**src/rtl/spi_pkg.sv**
```systemverilog
// spi_pkg: shared definitions for the SPI write controller.
//   - Frame layout: 16 bits, {rw, addr[6:0], data[7:0]}, rw bit first on the wire.
//   - Register map of the paired SPI register peripheral.
//   - FSM state encoding used by spi_controller.
package spi_pkg;

  localparam int SPI_FRAME_W   = 16;
  localparam int SPI_RW_BIT    = 15;
  localparam int SPI_ADDR_MSB  = 14;
  localparam int SPI_ADDR_LSB  = 8;
  localparam int SPI_DATA_MSB  = 7;
  localparam int SPI_DATA_LSB  = 0;

  localparam logic [6:0] REG_EN_OUT_7_0  = 7'h00;
  localparam logic [6:0] REG_EN_OUT_15_8 = 7'h01;
  localparam logic [6:0] REG_EN_PWM_7_0  = 7'h02;
  localparam logic [6:0] REG_EN_PWM_15_8 = 7'h03;
  localparam logic [6:0] REG_PWM_DUTY    = 7'h04;
  localparam logic [6:0] SPI_MAX_ADDR    = REG_PWM_DUTY;

  typedef enum logic [2:0] {
    ST_IDLE  = 3'd0,
    ST_SETUP = 3'd1,
    ST_SHIFT = 3'd2,
    ST_HOLD  = 3'd3,
    ST_GAP   = 3'd4
  } spi_state_t;

  // Write frame: the rw bit is always 1, this controller never reads.
  function automatic logic [SPI_FRAME_W-1:0] spi_write_frame(input logic [6:0] addr,
                                                             input logic [7:0] data);
    logic [SPI_FRAME_W-1:0] f;
    f = '0;
    f[SPI_RW_BIT] = 1'b1;
    f[SPI_ADDR_MSB:SPI_ADDR_LSB] = addr;
    f[SPI_DATA_MSB:SPI_DATA_LSB] = data;
    return f;
  endfunction

endpackage

```
**src/rtl/spi_clk_div.sv**
```systemverilog
// spi_clk_div: half-period counter for the SPI clock.
//   clk_i   in  system clock
//   rst_i   in  synchronous active-high reset
//   en_i    in  count enable (frame in progress)
//   clr_i   in  restart the half-period from zero
//   tick_o  out high on the last cycle of each CLK_DIV-cycle half-period
// The counter wraps to zero on its own, so back-to-back half-periods need
// no extra handling from the FSM.
module spi_clk_div #(
  parameter int CLK_DIV = 4
) (
  input  logic clk_i,
  input  logic rst_i,
  input  logic en_i,
  input  logic clr_i,
  output logic tick_o
);

  localparam int CNT_W = $clog2(CLK_DIV);
  localparam logic [CNT_W-1:0] CNT_LAST = CNT_W'(CLK_DIV - 1);

  logic [CNT_W-1:0] cnt_q, cnt_d;

  assign tick_o = en_i && (cnt_q == CNT_LAST);

  always_comb begin
    cnt_d = cnt_q;
    if (clr_i) begin
      cnt_d = '0;
    end else if (en_i) begin
      cnt_d = tick_o ? '0 : cnt_q + 1'b1;
    end
  end

  always_ff @(posedge clk_i) begin
    if (rst_i) begin
      cnt_q <= '0;
    end else begin
      cnt_q <= cnt_d;
    end
  end

endmodule

```
**src/rtl/spi_controller.sv**
```systemverilog
// spi_controller: SPI mode-0 write-only master for the SPI register peripheral.
//   clk_i        in   system clock
//   rst_i        in   synchronous active-high reset
//   req_valid_i  in   request present
//   req_ready_o  out  request accepted when high together with req_valid_i
//   req_addr_i   in   7-bit register address
//   req_data_i   in   8-bit register data
//   busy_o       out  frame or idle gap in progress
//   done_o       out  one-cycle pulse on the first cycle after a frame
//   err_o        out  one-cycle pulse after an out-of-range request
//   sclk_o       out  SPI clock, idles low
//   ncs_o        out  active-low chip select
//   copi_o       out  serial data, MSB first
// Optional build macro SPI_CTRL_ADDR_CHECK_EN: requests above MAX_ADDR are
// accepted but not transmitted, and err_o pulses instead. Without it err_o is 0.
//
// state    | meaning
// ---------+---------------------------------------------------------------
// ST_IDLE  | waiting for a request, req_ready_o high
// ST_SETUP | ncs low, first bit on copi, one half-period before first rise
// ST_SHIFT | 16 bits, each one high half-period then one low half-period
// ST_HOLD  | ncs still low for one half-period after the last fall
// ST_GAP   | ncs high for IDLE_GAP cycles before the next accept
module spi_controller
  import spi_pkg::*;
#(
  parameter int CLK_DIV  = 4,
  parameter int IDLE_GAP = 4
`ifdef SPI_CTRL_ADDR_CHECK_EN
  ,
  parameter logic [6:0] MAX_ADDR = SPI_MAX_ADDR
`endif
) (
  input  logic       clk_i,
  input  logic       rst_i,
  input  logic       req_valid_i,
  output logic       req_ready_o,
  input  logic [6:0] req_addr_i,
  input  logic [7:0] req_data_i,
  output logic       busy_o,
  output logic       done_o,
  output logic       err_o,
  output logic       sclk_o,
  output logic       ncs_o,
  output logic       copi_o
);

  localparam int GAP_W = (IDLE_GAP > 1) ? $clog2(IDLE_GAP) : 1;
  localparam logic [4:0] LAST_BIT = 5'd15;

  spi_state_t             state_q, state_d;
  logic [SPI_FRAME_W-1:0] shift_q, shift_d;
  logic [4:0]             bit_q, bit_d;
  logic                   high_q, high_d;   // current SHIFT half-period has sclk high
  logic [GAP_W-1:0]       gap_q, gap_d;
  logic                   done_q, done_d;
  logic                   accept;
  logic                   frame_active;
  logic                   tick;

  spi_clk_div #(
    .CLK_DIV (CLK_DIV)
  ) u_clk_div (
    .clk_i  (clk_i),
    .rst_i  (rst_i),
    .en_i   (frame_active),
    .clr_i  (accept),
    .tick_o (tick)
  );

  assign frame_active = (state_q == ST_SETUP) || (state_q == ST_SHIFT) ||
                        (state_q == ST_HOLD);
  assign req_ready_o  = (state_q == ST_IDLE);
  assign accept       = req_valid_i && req_ready_o;
  assign busy_o       = (state_q != ST_IDLE);
  assign ncs_o        = !frame_active;
  assign sclk_o       = (state_q == ST_SHIFT) && high_q;
  // The shift register is empty by HOLD, so copi returns to 0 there as well.
  assign copi_o       = frame_active && shift_q[SPI_FRAME_W-1];
  assign done_o       = done_q;

`ifdef SPI_CTRL_ADDR_CHECK_EN
  logic err_q, err_d;
  assign err_o = err_q;
`else
  assign err_o = 1'b0;
`endif

  always_comb begin
    state_d = state_q;
    shift_d = shift_q;
    bit_d   = bit_q;
    high_d  = high_q;
    gap_d   = gap_q;
    done_d  = 1'b0;
`ifdef SPI_CTRL_ADDR_CHECK_EN
    err_d   = 1'b0;
`endif
    case (state_q)
      ST_IDLE: begin
        if (accept) begin
`ifdef SPI_CTRL_ADDR_CHECK_EN
          if (req_addr_i > MAX_ADDR) begin
            err_d = 1'b1;
          end else begin
            shift_d = spi_write_frame(req_addr_i, req_data_i);
            state_d = ST_SETUP;
          end
`else
          shift_d = spi_write_frame(req_addr_i, req_data_i);
          state_d = ST_SETUP;
`endif
        end
      end
      ST_SETUP: begin
        if (tick) begin
          state_d = ST_SHIFT;
          high_d  = 1'b1;
          bit_d   = '0;
        end
      end
      ST_SHIFT: begin
        if (tick) begin
          if (high_q) begin
            // Falling edge: present the next bit in the same cycle.
            high_d  = 1'b0;
            shift_d = {shift_q[SPI_FRAME_W-2:0], 1'b0};
          end else if (bit_q == LAST_BIT) begin
            state_d = ST_HOLD;
          end else begin
            bit_d  = bit_q + 5'd1;
            high_d = 1'b1;
          end
        end
      end
      ST_HOLD: begin
        if (tick) begin
          state_d = ST_GAP;
          done_d  = 1'b1;
          gap_d   = GAP_W'(IDLE_GAP - 1);
        end
      end
      ST_GAP: begin
        if (gap_q == '0) begin
          state_d = ST_IDLE;
        end else begin
          gap_d = gap_q - 1'b1;
        end
      end
      default: begin
        state_d = ST_IDLE;
      end
    endcase
  end

  always_ff @(posedge clk_i) begin
    if (rst_i) begin
      state_q <= ST_IDLE;
      shift_q <= '0;
      bit_q   <= '0;
      high_q  <= 1'b0;
      gap_q   <= '0;
      done_q  <= 1'b0;
    end else begin
      state_q <= state_d;
      shift_q <= shift_d;
      bit_q   <= bit_d;
      high_q  <= high_d;
      gap_q   <= gap_d;
      done_q  <= done_d;
    end
  end

`ifdef SPI_CTRL_ADDR_CHECK_EN
  always_ff @(posedge clk_i) begin
    if (rst_i) begin
      err_q <= 1'b0;
    end else begin
      err_q <= err_d;
    end
  end
`endif

endmodule

```
**config.mk**
```make
export PLATFORM = sky130hd
export DESIGN_NAME = spi_controller
export DESIGN_NICKNAME = d
export VERILOG_FILES = /design/src/rtl/spi_pkg.sv /design/src/rtl/spi_clk_div.sv /design/src/rtl/spi_controller.sv
export SDC_FILE = /design/constraint.sdc
export NUM_CORES = 1
export LEC_CHECK = 0
export CORE_UTILIZATION = 55
export CTS_BUF_LIST = sky130_fd_sc_hd__clkbuf_2 sky130_fd_sc_hd__clkbuf_4 sky130_fd_sc_hd__clkbuf_8
export DETAILED_ROUTE_END_ITERATION = 6
export PLACE_DENSITY = 0.88
export SLEW_MARGIN = 10
export SYNTH_ARGS = -nofsm -noshare
export SYNTH_HDL_FRONTEND = slang
export SYNTH_SLANG_ARGS = --single-unit
```
**constraint.sdc**
```tcl
create_clock -name clk_i -period 2.7 [get_ports clk_i]
set_input_delay 0.54 -clock clk_i [delete_from_list [all_inputs] [get_ports clk_i]]
set_output_delay 0.54 -clock clk_i [all_outputs]
set_load 0.01 [all_outputs]
```
==> flow_metrics.py, run 1 <==
metrics = {
    "detailed_routing": {
        "via_per_inst": 5.69,
        "ant_nets": 0,
        "vias": 1342,
        "first_pass_iters": 6,
        "finalWirelength_microns": 3450,
        "dr.first_iter.drc_count": 77,
        "drcViolationCount": 6,
        "wire_per_inst_microns": 14.6,
    },
    "synthesis": {
        "netlist_instances": 182,
        "yosysUniqueCellTypes": 41,
        "synth_top_area_share_pct": 36.5,
        "ys_top_cells_by_area": "dfxtp_1 (36%), a311oi_2 (13%), nand2_1 (6.8%)",
        "synthArstFlopShare_pct": 0,
        "synth_area_per_cell_sq_um": 9.05,
        "syn_area_sq_um": 1650,
        "synth_warnings": 0,
        "synth_edf_count": 0,
        "synth_ff_type": "dfxtp_1",
        "netlist.top_cell.by_area": "dfxtp_1",
        "synth.net_count": 204,
        "ys_ff_latch": 30,
        "ys_seq_area_share_pct": 36.5,
    },
    "clock_network": {
        "clock-root-buffer": "clkbuf_4",
        "cts_tree": "done",
        "cts_setup_buffers": 0,
        "clock_path_buffers": 2,
        "insertion_delay_ps": 340,
        "cts_sinks": 30,
        "htree_num_levels": 2,
        "clkTransAtPathRegs_ps": 100,
        "cts_buffers": 5,
    },
    "run_status": {
        "status": "finished, violations left",
        "violations": "design-rule violations",
    },
    "global_routing": {
        "grt_max_degree": 32,
        "grt_pass1_wl_microns": 6010,
        "grt_pass1_vias": 1372,
        "gr-total-overflow": 0,
        "grt_usage_pct": 24.2,
        "antenna_found_initial": 0,
    },
    "final_layout": {
        "drive_gt1_share_pct": 21.5,
        "nNetsFinal": 226,
        "utilization_pct": 69.4,
        "synthToLayoutAreaGrowth_pct": 18.2,
        "regArea_sq_um": 602,
        "diodes": 0,
        "multi_input_area_sq_um": 942,
        "n_fill_cell": 218,
        "final_cell_area_sq_um": 1950,
    },
    "setup_path": {
        "worstSetupEndpointType": "output port",
        "r2r_cells": 7,
        "timing.rr.end": "bit_q[1]$_SDFFE_PP0P_",
        "worstPathArrival_ps": 1900,
        "worstSetupPathType": "reg2out",
        "r2r_slack_ps": 690,
        "rr_startpoint": "bit_q[0]$_SDFFE_PP0P_",
        "startpoint_type": "flop",
        "cp_data_required_time_ps": 2160,
        "worstPathMaxFanout": 17,
    },
    "place": {
        "dp_hpwl_microns": 2520,
        "gp_congestion": 0.811,
        "port_buffers": 23,
        "placed_area_sq_um": 1880,
    },
    "floorplanning": {
        "initial_core_util_pct": 58.7,
        "num_rows": 19,
        "die_y_microns": 56.7,
        "io_pins": 25,
        "fp.dieW_microns": 56.7,
        "die_area_sq_um": 3220,
        "core_area_sq_um": 2810,
    },
    "timing": {
        "hold_violations": 0,
        "rsz0062_at_grt": "false",
        "skew_ps": 18.6,
        "slew_viol_final": 0,
        "min_period_over_period_pct": 90.4,
        "setup_viol": 0,
        "worst_pin_slew_ps": 622,
        "period_needed_ps": 2440,
        "relSlewSlack_pct": 58.5,
        "holdWs_ps": 486,
        "tns_ps": 0,
        "max_freq_mhz": 409,
    },
    "min_path": {
        "hp-start": "shift_q[0]$_SDFFE_PP0P_",
        "hold_path_depth": 2,
        "worstHoldPathType": "reg2reg",
        "whs_endpoint": "shift_q[0]$_SDFFE_PP0P_",
    },
    "power": {
        "power_w": 0.00138,
        "leakagePower_nw": 0.722,
        "irDropWorstVdd_uv": 502,
        "p_per_area_nw_per_um2": 710,
    },
    "flow_run": {
        "max_cap_viol_count": 0,
    },
}
[stage by stage]
step,cells,worst slack [ps]
after detailed placement,228,447
after global routing,236,150
after global placement,228,537
after CTS,236,76.8
after floorplan,182,957
final,236,258
[worst max path at each step]
stage	from	end	slack, ps	depth (start not counted)
floorplan	bit_q[0]$_SDFFE_PP0P_	bit_q[0]$_SDFFE_PP0P_	960	7
global placement	state_q[1]$_SDFFE_PP0P_	copi_o	540	4
detailed placement	state_q[1]$_SDFFE_PP0P_	copi_o	450	4
CTS	state_q[1]$_SDFFE_PP0P_	copi_o	80	4
global route	state_q[2]$_SDFFE_PP0P_	copi_o	150	3
finish	state_q[2]$_SDFFE_PP0P_	copi_o	260	3
[flip-flops by register name (all words and copies together) (netlist names)]
signal           count
high_q               1
gap_q                2
u_clk_div.cnt_q      2
done_o               1
state_q              3
shift_q             16
bit_q                5
[per-layer routing]
layer | global-route usage (%) | routed length, microns | up-vias
li1 | - | - | 673
met1 | 26.6 | 1500 | 640
met2 | 43.7 | 1790 | 20
met3 | 6.91 | 87 | 9
met4 | 8.93 | 72 | 0
met5 | 0 | 0 | -
[synthesized netlist by cell type, types with 2 or more instances]
library cell	number
nand2_1	30
o21ai_0	3
a311oi_2	14
inv_1	5
buf_4	2
and3_1	2
nor3_1	6
a21oi_1	6
nand2b_1	2
dfxtp_1	30
clkbuf_1	2
a21o_1	2
o211ai_1	2
nor2_2	10
mux2i_1	4
ha_1	4
xnor2_1	2
buf_6	3
nand3_1	2
and2_1	3
nor2_1	20
nor2b_1	4
buf_2	5
xor2_1	2
[critical path: stages (launching register included)]
cell	delay, ps
dfxtp_1	710
nor2_1	190
and2_1	200
clkdlybuf4s50_1	460
[layout by cell type, fill, tap and decap left out, drive strengths merged, types with 2 or more instances in the layout]
cell and n:
nor3b 2, a311oi 14, and2 3, clkdlybuf4s50 23
a211oi 2, buf 5, a21o 2, nand2b 2
o21ai 3, nor3 6, inv 5, a21oi 6
xnor2 2, ha 4, xor2 2, nor2b 4
o211ai 2, dfxtp 30, nand2 30, clkbuf 7
and3 2, nor2 30, mux2i 4, nand3 3
nor4b 3
[where the power goes]
group | internal (W) | switching [W] | total [W]
Sequential | 0.000512 | 0.0000577 | 0.000569
Clock | 0.000136 | 0.000160 | 0.000296
Combinational | 0.000238 | 0.000279 | 0.000517
Total | 0.000886 | 0.000496 | 0.00138
[area by class of cell]
cell class / instances / share of cell area [%]
well taps: 31 / 1.99
repair buffers: 28 / 14.4
multi-input cells: 134 / 48.4
inverters: 5 / 0.965
clock buffers: 7 / 3.02
clock inverters: 1 / 0.257
flip-flops and latches: 30 / 30.9
[kinds of logic (layout without fill, tap and decap cells)]
family	after synthesis	after routing	share of synthesized area, %
xor+xnor	4	4	2.13
mux	5	5	3.12
buf+inv	18	41	6.31
compound gates	34	34	21.7
fa+ha+maj	4	4	3.04
other cells	1	1	0.228
flops	30	30	36.5
simple gates	86	86	27.1
[what timing repair did]
item,4_1_cts,5_1_grt
endpoints found under the setup margin,0,1
gates resized for setup,0,1
hold buffers,0,0
No activity file was read; power rests on OpenSTA's default activity.
==> run 2, diff against run 1 <==
- CTS_BUF_LIST: sky130_fd_sc_hd__clkbuf_2 sky130_fd_sc_hd__clkbuf_4 sky130_fd_sc_hd__clkbuf_8 -> default
==> flow_metrics.py, run 2 (synthesized netlist as in run 1, its figures left out) <==
metrics = {
    "power": {
        "clock_power_share_pct": 20.8,
        "power.switching_w": 0.000496,
        "power_frac_comb_pct": 37.7,
        "leakagePower_nw": 0.719,
        "swShare_pct": 36.2,
        "seqPwrFrac_pct": 41.5,
        "p_per_area_nw_per_um2": 706,
        "irDropWorstVdd_uv": 501,
        "power_w": 0.00137,
        "p_int_w": 0.000876,
    },
    "setup_path": {
        "crit_family": "flip-flops",
        "crit_buf_inv": 1,
        "worstSetupEndpointType": "output port",
        "cp_data_required_time_ps": 2160,
        "slowest_stage": "dfxtp_1",
        "worstPathArrival_ps": 1900,
        "slowest_delay_ps": 710,
        "worstPathMaxFanout": 17,
        "startpoint_type": "flop",
        "crit_chain": "nor2_1 > and2_1 > clkdlybuf4s50_1",
        "worstSetupPathType": "reg2out",
    },
    "detailed_routing": {
        "finalWirelength_microns": 3450,
        "wire_per_inst_microns": 14.6,
        "via_per_inst": 5.69,
        "dr.first_iter.drc_count": 77,
        "vias": 1343,
        "first_pass_iters": 6,
        "ant_nets": 0,
        "drcViolationCount": 6,
    },
    "global_routing": {
        "grt_pass1_vias": 1372,
        "antenna_found_initial": 0,
        "grt_max_degree": 32,
        "gr-total-overflow": 0,
        "grt_usage_pct": 24.2,
        "grt_pass1_wl_microns": 6010,
    },
    "floorplanning": {
        "die_area_sq_um": 3220,
        "num_rows": 19,
        "io_pins": 25,
        "core_area_sq_um": 2810,
        "initial_core_util_pct": 58.7,
        "fp.dieW_microns": 56.7,
        "die_y_microns": 56.7,
    },
    "final_layout": {
        "drive_gt1_share_pct": 21.0,
        "top_register": "shift_q",
        "largest_reg_flops": 16,
        "diodes": 0,
        "synthToLayoutAreaGrowth_pct": 17.9,
        "top_regs": "shift_q x16, bit_q x5, state_q x3",
        "mostFrequentLayoutCells": "nand2_1 (30), dfxtp_1 (29), clkdlybuf4s50_1 (23), nor2_1 (20), a311oi_2 (14)",
        "layout_commonest_cell": "nand2_1",
        "nNetsFinal": 226,
    },
    "run_status": {
        "status": "finished, violations left",
        "violations": "design-rule violations",
    },
    "clock_network": {
        "cts_sinks": 30,
        "clock_path_buffers": 2,
        "cts-resized-gates": 0,
        "insertion_delay_ps": 340,
        "cts_buffers": 5,
        "clkTransAtPathRegs_ps": 100,
        "cts_tree": "done",
        "clock-root-buffer": "clkbuf_4",
        "postCtsHoldBufs": 0,
        "htree_num_levels": 2,
        "cts_setup_buffers": 0,
    },
    "place": {
        "dp_hpwl_microns": 2520,
        "port_buffers": 23,
        "gp_congestion": 0.811,
    },
    "timing": {
        "skew_ps": 18.6,
        "hold_violations": 0,
        "period_needed_ps": 2440,
        "slew_viol_final": 0,
        "holdWs_ps": 486,
        "max_freq_mhz": 409,
        "setup_viol": 0,
        "tns_ps": 0,
        "worst_pin_slew_ps": 622,
        "rsz0062_at_grt": "false",
        "min_period_over_period_pct": 90.4,
        "relSlewSlack_pct": 58.5,
    },
    "min_path": {
        "worstHoldPathType": "reg2reg",
    },
    "flow_run": {
        "max_cap_viol_count": 0,
    },
}
## run 2: cell counts in the layout (fill, tap and decap cells not counted)
No cell type changed its count.
## run 2: path summary, 6_finish.rpt
path | from | to | slack [ps] | cells after the start
worst max-delay path | state_q[2]$_SDFFE_PP0P_ | copi_o | 260 | 3
worst min-delay path | shift_q[0]$_SDFFE_PP0P_ | shift_q[0]$_SDFFE_PP0P_ | 490 | 2
worst max register to register | bit_q[0]$_SDFFE_PP0P_ | bit_q[1]$_SDFFE_PP0P_ | 690 | 7
worst min register to register | shift_q[0]$_SDFFE_PP0P_ | shift_q[0]$_SDFFE_PP0P_ | 490 | 2
## run 2: layout make-up
class	instances	area, sq um
Sequential cell	30	602
Tap cell	31	38.8
Timing Repair Buffer	28	280
Clock inverter	1	5.00
Fill cell	220	863
Inverter	5	18.8
Clock buffer	7	55.1
Multi-Input combinational cell	134	942
## run 2: power by group through the flow
stage / sequential, W / clock [W] / combinational (W)
3_5_place_dp: 0.000579 / 0 / 0.000518
6_report: 0.000569 / 0.000286 / 0.000517
4_1_cts: 0.000568 / 0.000287 / 0.000520
2_1_floorplan: 0.000563 / 0 / 0.000391
3_3_place_gp: 0.000572 / 0 / 0.000489
5_1_grt: 0.000578 / 0.000304 / 0.000564
## run 2: layer usage
metal,share of wire (%),GRT usage [%],vias to the layer above
met5,0,0,-
met4,2.1,8.93,0
met3,2.5,6.91,9
met2,52,43.7,20
met1,43,26.6,641
li1,-,-,673
## run 2: stage by stage
step	setup slack, ps	utilization (%)	instance area [sq um]	std cells
floorplan	957	-	1650	182
global placement	537	67.0	1880	228
detailed placement	447	67.0	1880	228
CTS	76.8	69.2	1940	236
global route	150	69.2	1940	236
finish	258	69.2	1940	236
## run 2: worst register-to-register path: cells and delay by family (launching register included)
kind / cells / cell delay (ps)
mux: 1 / 230
simple gates: 3 / 610
compound gates: 1 / 270
flops: 1 / 340
fa+ha+maj: 2 / 440
